## src/rtl/cv32e40p_alu_err_tracker_ft_if.sv

```systemverilog
// Error-report bus from the replicated ALU checkers into the error tracker.
// No handshake: the tracker samples every lane on every clock edge and never applies back-pressure.
interface cv32e40p_alu_err_tracker_ft_if #(
  parameter int NUM_UNITS   = 4,
  parameter int NUM_CLASSES = 9
);
  localparam int CLASS_W = $clog2(NUM_CLASSES);

  logic [NUM_UNITS-1:0]              valid_i;
  logic [NUM_UNITS-1:0][CLASS_W-1:0] class_i;
  logic [NUM_UNITS-1:0]              error_i;

  modport master (output valid_i, class_i, error_i);
  modport slave  (input  valid_i, class_i, error_i);
endinterface

```

## src/rtl/cv32e40p_alu_err_tracker_ft.sv

```systemverilog
// Leaky-bucket error tracker: one saturating counter and sticky fault flag per (ALU unit, op class),
// with software clear, one-cycle new-fault pulses and a registered counter readout.
module cv32e40p_alu_err_tracker_ft #(
  parameter int NUM_UNITS   = 4,
  parameter int NUM_CLASSES = 9,
  parameter int CNT_WIDTH   = 8,
  parameter int INC         = 1,
  parameter int DEC         = 2,
  parameter int THRESHOLD   = 100,
  localparam int CLASS_W    = $clog2(NUM_CLASSES),
  localparam int UNIT_W     = (NUM_UNITS > 1) ? $clog2(NUM_UNITS) : 1
) (
  input  logic                                   clk,
  input  logic                                   rst,
  cv32e40p_alu_err_tracker_ft_if.slave           evt,
  input  logic                                   clear_valid_i,
  input  logic                                   clear_all_i,
  input  logic [UNIT_W-1:0]                      clear_unit_i,
  input  logic [CLASS_W-1:0]                     clear_class_i,
  input  logic [UNIT_W-1:0]                      rd_unit_i,
  input  logic [CLASS_W-1:0]                     rd_class_i,
  output logic [CNT_WIDTH-1:0]                   rd_count_o,
  output logic [NUM_UNITS-1:0][NUM_CLASSES-1:0]  faulty_o,
  output logic [NUM_UNITS-1:0]                   unit_faulty_o,
  output logic [NUM_UNITS-1:0]                   new_fault_o
);

  logic [NUM_UNITS-1:0][NUM_CLASSES-1:0][CNT_WIDTH-1:0] cnt_q, cnt_d;
  logic [NUM_UNITS-1:0][NUM_CLASSES-1:0]                flag_q, flag_d;
  logic [NUM_UNITS-1:0]                                 new_q, new_d;
  logic [CNT_WIDTH-1:0]                                 rd_q, rd_mux;
  logic [CNT_WIDTH:0]                                   sum;
  logic [CNT_WIDTH-1:0]                                 nxt;
  logic                                                 clr_hit;

  // Each unit touches at most one entry per cycle; a clear on that entry wins over the event.
  always_comb begin
    cnt_d   = cnt_q;
    flag_d  = flag_q;
    new_d   = '0;
    sum     = '0;
    nxt     = '0;
    clr_hit = 1'b0;
    for (int u = 0; u < NUM_UNITS; u++) begin
      for (int c = 0; c < NUM_CLASSES; c++) begin
        clr_hit = clear_valid_i && (clear_all_i ||
                  (clear_unit_i == UNIT_W'(u) && clear_class_i == CLASS_W'(c)));
        if (clr_hit) begin
          cnt_d[u][c]  = '0;
          flag_d[u][c] = 1'b0;
        end else if (evt.valid_i[u] && evt.class_i[u] == CLASS_W'(c) && !flag_q[u][c]) begin
          sum = {1'b0, cnt_q[u][c]} + (CNT_WIDTH+1)'(INC);
          if (evt.error_i[u]) begin
            nxt = sum[CNT_WIDTH] ? '1 : sum[CNT_WIDTH-1:0];
          end else begin
            nxt = (32'(cnt_q[u][c]) > 32'(DEC)) ? CNT_WIDTH'(32'(cnt_q[u][c]) - 32'(DEC)) : '0;
          end
          cnt_d[u][c] = nxt;
          if (32'(nxt) >= 32'(THRESHOLD)) begin
            flag_d[u][c] = 1'b1;
            new_d[u]     = 1'b1;
          end
        end
      end
    end
  end

  // Out-of-range read selects never match and therefore return zero.
  always_comb begin
    rd_mux = '0;
    for (int u = 0; u < NUM_UNITS; u++) begin
      for (int c = 0; c < NUM_CLASSES; c++) begin
        if (rd_unit_i == UNIT_W'(u) && rd_class_i == CLASS_W'(c)) rd_mux = cnt_q[u][c];
      end
    end
  end

  always_ff @(posedge clk) begin
    if (rst) begin
      cnt_q  <= '0;
      flag_q <= '0;
      new_q  <= '0;
      rd_q   <= '0;
    end else begin
      cnt_q  <= cnt_d;
      flag_q <= flag_d;
      new_q  <= new_d;
      rd_q   <= rd_mux;
    end
  end

  always_comb begin
    for (int u = 0; u < NUM_UNITS; u++) unit_faulty_o[u] = |flag_q[u];
  end

  assign faulty_o    = flag_q;
  assign new_fault_o = new_q;
  assign rd_count_o  = rd_q;

endmodule

```

## src/flat_wrapper.sv

```systemverilog
// flat-port wrapper written by rule: the top's interface ports become plain ports
module cv32e40p_alu_err_tracker_ft_flat 
#(
  parameter int NUM_UNITS   = 4,
  parameter int NUM_CLASSES = 9,
  parameter int CNT_WIDTH   = 8,
  parameter int INC         = 1,
  parameter int DEC         = 2,
  parameter int THRESHOLD   = 100,
  localparam int CLASS_W    = $clog2(NUM_CLASSES),
  localparam int UNIT_W     = (NUM_UNITS > 1) ? $clog2(NUM_UNITS) : 1
)
  (clk, rst, clear_valid_i, clear_all_i, clear_unit_i, clear_class_i, rd_unit_i, rd_class_i, rd_count_o, faulty_o, unit_faulty_o, new_fault_o, evt_valid_i, evt_class_i, evt_error_i);
  cv32e40p_alu_err_tracker_ft_if #(.NUM_UNITS(NUM_UNITS), .NUM_CLASSES(NUM_CLASSES)) evt_i ();
  input  logic clk;
  input  logic rst;
  input  logic clear_valid_i;
  input  logic clear_all_i;
  input  logic [UNIT_W-1:0] clear_unit_i;
  input  logic [CLASS_W-1:0] clear_class_i;
  input  logic [UNIT_W-1:0] rd_unit_i;
  input  logic [CLASS_W-1:0] rd_class_i;
  output logic [CNT_WIDTH-1:0] rd_count_o;
  output logic [NUM_UNITS-1:0][NUM_CLASSES-1:0] faulty_o;
  output logic [NUM_UNITS-1:0] unit_faulty_o;
  output logic [NUM_UNITS-1:0] new_fault_o;
  input wire logic [$bits(evt_i.valid_i)-1:0] evt_valid_i;
  input wire logic [$bits(evt_i.class_i)-1:0] evt_class_i;
  input wire logic [$bits(evt_i.error_i)-1:0] evt_error_i;
  assign evt_i.valid_i = evt_valid_i;
  assign evt_i.class_i = evt_class_i;
  assign evt_i.error_i = evt_error_i;
  cv32e40p_alu_err_tracker_ft #(.NUM_UNITS(NUM_UNITS), .NUM_CLASSES(NUM_CLASSES), .CNT_WIDTH(CNT_WIDTH), .INC(INC), .DEC(DEC), .THRESHOLD(THRESHOLD)) u_core (.clk(clk), .rst(rst), .evt(evt_i), .clear_valid_i(clear_valid_i), .clear_all_i(clear_all_i), .clear_unit_i(clear_unit_i), .clear_class_i(clear_class_i), .rd_unit_i(rd_unit_i), .rd_class_i(rd_class_i), .rd_count_o(rd_count_o), .faulty_o(faulty_o), .unit_faulty_o(unit_faulty_o), .new_fault_o(new_fault_o));
endmodule
```

## config.mk

```make
export PLATFORM = sky130hd
export DESIGN_NAME = cv32e40p_alu_err_tracker_ft_flat
export DESIGN_NICKNAME = d
export VERILOG_FILES = /design/src/rtl/cv32e40p_alu_err_tracker_ft_if.sv /design/src/rtl/cv32e40p_alu_err_tracker_ft.sv /design/src/flat_wrapper.sv
export SDC_FILE = /design/constraint.sdc
export NUM_CORES = 2
export LEC_CHECK = 0
export ABC_AREA = 1
export BUFFER_PORTS_ARGS = -buffer_cell sky130_fd_sc_hd__buf_2
export CAP_MARGIN = 20
export CORE_MARGIN = 1.5
export CORE_UTILIZATION = 40
export DETAILED_ROUTE_END_ITERATION = 10
export GPL_TIMING_DRIVEN = 1
export PLACE_DENSITY_LB_ADDON = 0.25
export SLEW_MARGIN = 0
export SYNTH_ARGS = -nofsm -noshare
export SYNTH_HDL_FRONTEND = slang
export SYNTH_SLANG_ARGS = --single-unit
```

## constraint.sdc

```tcl
create_clock -name clk -period 2.27 [get_ports clk]
set_input_delay 0.454 -clock clk [delete_from_list [all_inputs] [get_ports clk]]
set_output_delay 0.454 -clock clk [all_outputs]
set_load 0.01 [all_outputs]
```

* Word level (Yosys, flattened, before mapping)
Index checks and enable logic that the tools add are counted.
Word-level totals: register bits 336, latch bits 0, memory bits (writable) 0, bits in read-only memories 0, input bits 40, output and inout port bits 52, word-level logic and storage cells 932, memories kept 0
Operators by class: add/sub/neg operators 72, $mul 0, divide/modulo/power cells 0, $lt $le $gt $ge 72, eq/ne operators 54, shifts and indexed selects 0, multiplexer cells 324, bitwise logic cells 0, reductions and logical operators 336
Operators with widths (number):
- 8-bit 2-to-1 mux | 216
- 8-bit by 1-bit adder with 9-bit output (second input constant) | 36
- 8-bit by 7-bit >= comparator with 1-bit output (second input constant) | 36
- 8-bit by 2-bit > comparator with 1-bit output (second input constant) | 36
- 8-bit by 2-bit subtractor with 8-bit output (second input constant) | 36
- 1-bit logical AND | 180
- 1-bit 2-to-1 mux | 108
- 4-bit by 3-bit == test with 1-bit output (second input constant) | 24
- 2-bit AND reduction | 36
- 2-bit OR reduction | 36
- 4-bit by 2-bit == test with 1-bit output (second input constant) | 12
- 1-bit logical NOT | 36
- 1-bit logical OR | 36
- 9-bit OR reduction | 4
- 4-bit by 1-bit == test with 1-bit output (second input constant) | 6
- 4-bit == test (second input constant) | 6
- 4-bit logical NOT | 6
- 2-bit == test (second input constant) | 4
- 2-bit by 1-bit == test with 1-bit output (second input constant) | 2
- 2-bit logical NOT | 2

* Depth between registers and ports, before layout
depth in word-level cells 38, depth in mapped cells 26

* Worst setup path before layout
No wires, ideal clock.
path kind input port to flip-flop, start point in rd_class_i[1], end point reg u_core.rd_q[4] (netlist: u_core.rd_count_o[4]), setup time 0.117 ns, arrival 2.161 ns, path slack -0.008 ns, stages 20, buffers on the path 0, cells stage by stage nor2_1 -> nand2_2 -> nor2_2 -> nand2_1 -> nand2_1 -> nand3_1 -> nand2_1 -> nand4_1 -> nor2_1 -> nand3_1 -> nand2_1 -> nand3_1 -> nand2_1 -> nand4_1 -> nor2_1 -> nand4_1 -> nor2_1 -> nand4_1 -> nor2_1 -> nor2_1
Between the ends: cells in the longest elaborated chain, start to end 38, elaborated cells on any way between the ends 81
Ends and longest elaborated chain:
- start: declaration | RTL line flat_wrapper.sv:22 | input logic [CLASS_W-1:0] rd_class_i;
- 4-bit logical NOT | RTL line cv32e40p_alu_err_tracker_ft.sv:73 | if (rd_unit_i == UNIT_W'(u) && rd_class_i == CLASS_W'(c)) rd_mux = cnt_q[u][c];
- 1-bit logical AND | RTL line cv32e40p_alu_err_tracker_ft.sv:73
- 8-bit 2-to-1 mux (35 in a row) | RTL line cv32e40p_alu_err_tracker_ft.sv:73
- 8-bit 2-to-1 mux (*) | RTL line cv32e40p_alu_err_tracker_ft.sv:73
- end signal: assignment | RTL line cv32e40p_alu_err_tracker_ft.sv:88 | rd_q <= rd_mux;
- end: declaration | RTL line cv32e40p_alu_err_tracker_ft.sv:31 | logic [CNT_WIDTH-1:0] rd_q, rd_mux;
Mark *: on every way between the ends. The rest lies on a longest branch, timed or not. A chain may end at the register's enable or synchronous reset.

* Worst setup path in the final report
start point reg u_core.cnt_q[40] in the netlist's numbering, end point reg u_core.new_q[0] (netlist: u_core.new_fault_o[0])
Between the ends: cells in the longest elaborated chain, start to end 18, elaborated cells on any way between the ends 21
Ends and longest elaborated chain:
- start: declaration | RTL line cv32e40p_alu_err_tracker_ft.sv:28 | logic [NUM_UNITS-1:0][NUM_CLASSES-1:0][CNT_WIDTH-1:0] cnt_q, cnt_d;
- start signal: assignment | RTL line cv32e40p_alu_err_tracker_ft.sv:85 | cnt_q <= cnt_d;
- 8-bit by 2-bit subtractor with 8-bit output, or another cell as far along | RTL line cv32e40p_alu_err_tracker_ft.sv:56 | nxt = (32'(cnt_q[u][c]) > 32'(DEC)) ? CNT_WIDTH'(32'(cnt_q[u][c]) - 32'(DEC)) : '0;
- 8-bit 2-to-1 mux (on tied branches) | RTL line cv32e40p_alu_err_tracker_ft.sv:56, cv32e40p_alu_err_tracker_ft.sv:54
- 8-bit 2-to-1 mux (*) | RTL line cv32e40p_alu_err_tracker_ft.sv:53 | if (evt.error_i[u]) begin
- 8-bit 2-to-1 mux (*) | RTL line cv32e40p_alu_err_tracker_ft.sv:51 | end else if (evt.valid_i[u] && evt.class_i[u] == CLASS_W'(c) && !flag_q[u][c]) begin
- 8-bit 2-to-1 mux (*) | RTL line cv32e40p_alu_err_tracker_ft.sv:48 | if (clr_hit) begin
- 8-bit by 7-bit >= comparator with 1-bit output (*) | RTL line cv32e40p_alu_err_tracker_ft.sv:59 | if (32'(nxt) >= 32'(THRESHOLD)) begin
- 1-bit 2-to-1 mux (*) | RTL line cv32e40p_alu_err_tracker_ft.sv:59
- 1-bit 2-to-1 mux (*) | RTL line cv32e40p_alu_err_tracker_ft.sv:51
- [... 2 more ...]
- 1-bit 2-to-1 mux | RTL line cv32e40p_alu_err_tracker_ft.sv:51
- 1-bit 2-to-1 mux (*) | RTL line cv32e40p_alu_err_tracker_ft.sv:48
- 1-bit 2-to-1 mux | RTL line cv32e40p_alu_err_tracker_ft.sv:59
- 1-bit 2-to-1 mux | RTL line cv32e40p_alu_err_tracker_ft.sv:51
- 1-bit 2-to-1 mux (*) | RTL line cv32e40p_alu_err_tracker_ft.sv:48
- 1-bit 2-to-1 mux | RTL line cv32e40p_alu_err_tracker_ft.sv:59
- 1-bit 2-to-1 mux | RTL line cv32e40p_alu_err_tracker_ft.sv:51
- 1-bit 2-to-1 mux (*) | RTL line cv32e40p_alu_err_tracker_ft.sv:48
- end signal: assignment | RTL line cv32e40p_alu_err_tracker_ft.sv:87 | new_q <= new_d;
- end: declaration | RTL line cv32e40p_alu_err_tracker_ft.sv:30 | logic [NUM_UNITS-1:0] new_q, new_d;
Mark *: on every way between the ends. The rest lies on a longest branch, timed or not. The select of a mux whose other input is x is not followed.

==> flow_summary.json <==
{
  "final_hold_viol_count": 0,
  "ys_ff_latch": 336,
  "violations": "negative setup slack",
  "via_per_inst": 5.20,
  "core_um2": 70300,
  "path_delay_family": "compound AO/OA/AOI/OAI gates",
  "yosysWarnings": 0,
  "clkLatencyLatePin_ns": 0.59,
  "syn_to_final_growth_pct": 56.5,
  "ys_top_cells_by_count": "nand2_1 (843), inv_1 (716), o21ai_0 (591)",
  "clockBufferDepth": 3,
  "worstSetupEndpointType": "flip-flop",
  "synth.area.mux_share_pct": 0,
  "path_clk_slew_ns": 0.06,
  "post-route-period-util_pct": 112,
  "fin_ws_ns": -0.262,
  "worstPathCellList": "buf_4 -> inv_4 -> ha_4 -> o211ai_1 -> nor4_1 -> nor2_1 -> buf_4 -> nand2_2 -> nand2_2 -> o31ai_4 -> o21ai_2 -> buf_6 -> a22o_1 -> a211oi_2 -> a21oi_2",
  "clock_sinks": 336,
  "cp_max_fo": 4,
  "layout.cells.non_filler": 7016,
  "path_buf_inv": 4,
  "rows": 97,
  "max_freq_mhz": 395,
  "synth_cells": 4615,
  "gp_congestion": 0.995,
  "maxSlewViolCount": 0,
  "die_w_um": 270,
  "place_inst": 6802,
  "io_pins": 92,
  "synth_area_um2": 28500,
  "cts_tree": "done",
  "drc_errors": 0,
  "synth.most_common_cell": "nand2_1",
  "syn_area_per_cell_um2": 6.17,
  "crit_arrival_ns": 2.99,
  "ant_nets": 0,
  "ys.flop_type": "dfxtp_1",
  "critPathMaxStageDelay_ns": 0.36,
  "synth_edf_count": 0,
  "worst-setup-path-type": "flip-flop to flip-flop",
  "yosys.area_share.adder_pct": 6.32,
  "hp-class": "primary input to flip-flop",
  "power.density_nw_per_um2": 356,
  "first_iter_violations": 2486,
  "antenna_found_initial": 1,
  "grt_max_degree": 37,
  "nFillCells": 6276,
  "yosysTopAreaCellShare_pct": 23.6,
  "grt_pass1_wl_um": 179000,
  "routed_wl_um": 117000,
  "fin_area_um2": 44600,
  "finalSetupViolCount": 13,
  "status": "finished with violations",
  "port_buffers": 91,
  "synth_compound_area_share_pct": 22.7,
  "p_leak_nw": 22.2,
  "die_area_um2": 72800,
  "wire_per_inst_um": 16.7,
  "grt_pass1_vias": 34600,
  "synth-async-reset-ratio_pct": 0,
  "cp-start-kind": "flip-flop",
  "slew_headroom_pct": 60.1,
  "min_period_ns": 2.53,
  "numCtsBuffers": 45,
  "utilization_pct": 63.4,
  "netlist-cell-type-count": 53,
  "synth_nets": 4799,
  "worstMarginPinSlew_ns": 0.597,
  "first_pass_iters": 6,
  "skew_ns": 0.0132,
  "drive_gt1_share_pct": 36.5,
  "grt_overflow": 0,
  "grt_util_all_layers_pct": 30.1,
  "ctsHoldBuffers": 0,
  "die_y_um": 270,
  "start_util_pct": 40.5,
  "dpl_cell_area_um2": 39500,
  "synth_simple_gate_area_share_pct": 26.7,
  "cts-root-buf": "clkbuf_16",
  "critPathSlowestCell": "dfxtp_4",
  "fin_nets": 6227,
  "synth_area_leaders": "dfxtp_1 (24%), nand2_1 (11%), o21ai_0 (10%)",
  "cp_data_required_time_ns": 2.73,
  "yosysTopAreaCell": "dfxtp_1",
  "ys_seq_area_share_pct": 23.6,
  "maxCapViolCount": 0,
  "grt_setup_unrepaired": "yes",
  "vias": 36500,
  "finalPower_w": 0.0159,
  "preCtsSetupSlack_ns": -0.823,
  "synth_xor_area_share_pct": 8.92,
  "place_hpwl_um": 90200,
  "ir_worst_vdd_mv": 0.471,
  "htree_levels": 2,
  "synth_top_family_by_area": "simple AND/OR/NAND/NOR gates"
}
worst min-delay path, stage by stage:
cell and delay, ns:
buf_2 0.13, buf_12 0.20, a21oi_4 0.05
through the flow:
step           hold slack, ns  setup TNS (ns)
6_report                0.307           -1.83
5_1_grt                 0.298           -4.25
4_1_cts                 0.274           -1.48
3_5_place_dp            0.481           -9.40
3_3_place_gp            0.475           -9.07
2_1_floorplan           0.459               0
cells by family after synthesis:
family | count (synthesis)
flip-flops | 336
AO/OA/AOI/OAI | 1157
adder cells (fa/ha/maj) | 144
AND/OR/NAND/NOR | 1808
XOR/XNOR | 290
buffers and inverters | 880
cell type report:
class,count,area (um^2),share of cell area [%]
clock inverter,13,145,0.326
inverter,740,2800,6.29
multi-input combinational,3399,20800,46.6
clock buffer,66,1270,2.86
antenna,1,2.50,0.00561
sequential,336,6920,15.5
tap,940,1180,2.64
timing repair buffer,1521,11500,25.7
state kept, by name, indices dropped and copies added, names as in the netlist:
signal,flops
u_core.rd_count_o,8
u_core.faulty_o,36
u_core.new_fault_o,4
u_core.cnt_q,288
where the power goes:
| group | internal [W] | total [W] | switching [W] |
|---|---|---|---|
| logic | 0.00120 | 0.00274 | 0.00154 |
| registers | 0.00594 | 0.00602 | 0.0000793 |
| clock network | 0.00420 | 0.00713 | 0.00293 |
path summary, 6_finish.rpt:
kind                    start  slack, ns  depth (start not counted)                     to
max          u_core.cnt_q[40]      -0.26                         15  u_core.new_fault_o[0]
min                       rst       0.31                          3  u_core.new_fault_o[3]
max reg2reg  u_core.cnt_q[40]      -0.26                         15  u_core.new_fault_o[0]
min reg2reg  u_core.cnt_q[55]       0.49                          2       u_core.cnt_q[55]
per-layer routing:
metal | global-route usage, % | vias to the layer above | routed length (um)
met2 | 51.4 | 1061 | 55200
li1 | - | 18100 | -
met1 | 37.0 | 17000 | 49100
met5 | 0 | - | 13
met4 | 15.3 | 2 | 6760
met3 | 3.70 | 345 | 6040
what timing repair did:
action	4_1_cts	5_1_grt
hold endpoints to repair	0	0
endpoints found under the setup margin	25	44
resized for setup	364	530
pin swaps	139	227
setup buffers	67	72
cell usage in the layout, fill, tap and decap left out, drive strengths merged, types with 2 or more instances in the layout:
cell type	synthesis	routed
buf	19	1519
nand2	847	847
inv	729	728
o21ai	595	595
nor2	526	526
dfxtp	336	336
a21oi	304	304
xor2	251	251
nand3	171	171
ha	144	144
nor3	132	132
nand4	79	79
clkbuf	121	68
a31oi	42	42
o211ai	40	40
xnor2	39	39
o221ai	34	34
nor4	33	33
a211oi	32	32
o31ai	29	29
clkinv	11	20
o22ai	17	17
or2	13	13
o2111ai	13	13
o21a	12	12
o311ai	11	11
a22o	6	6
a32o	5	5
nand3b	5	5
a221oi	5	5
o32ai	3	3
bufinv	0	3
nor3b	2	2
a32oi	2	2
clkinvlp	0	2
o41ai	2	2
No activity file was read; power rests on OpenSTA's default activity.
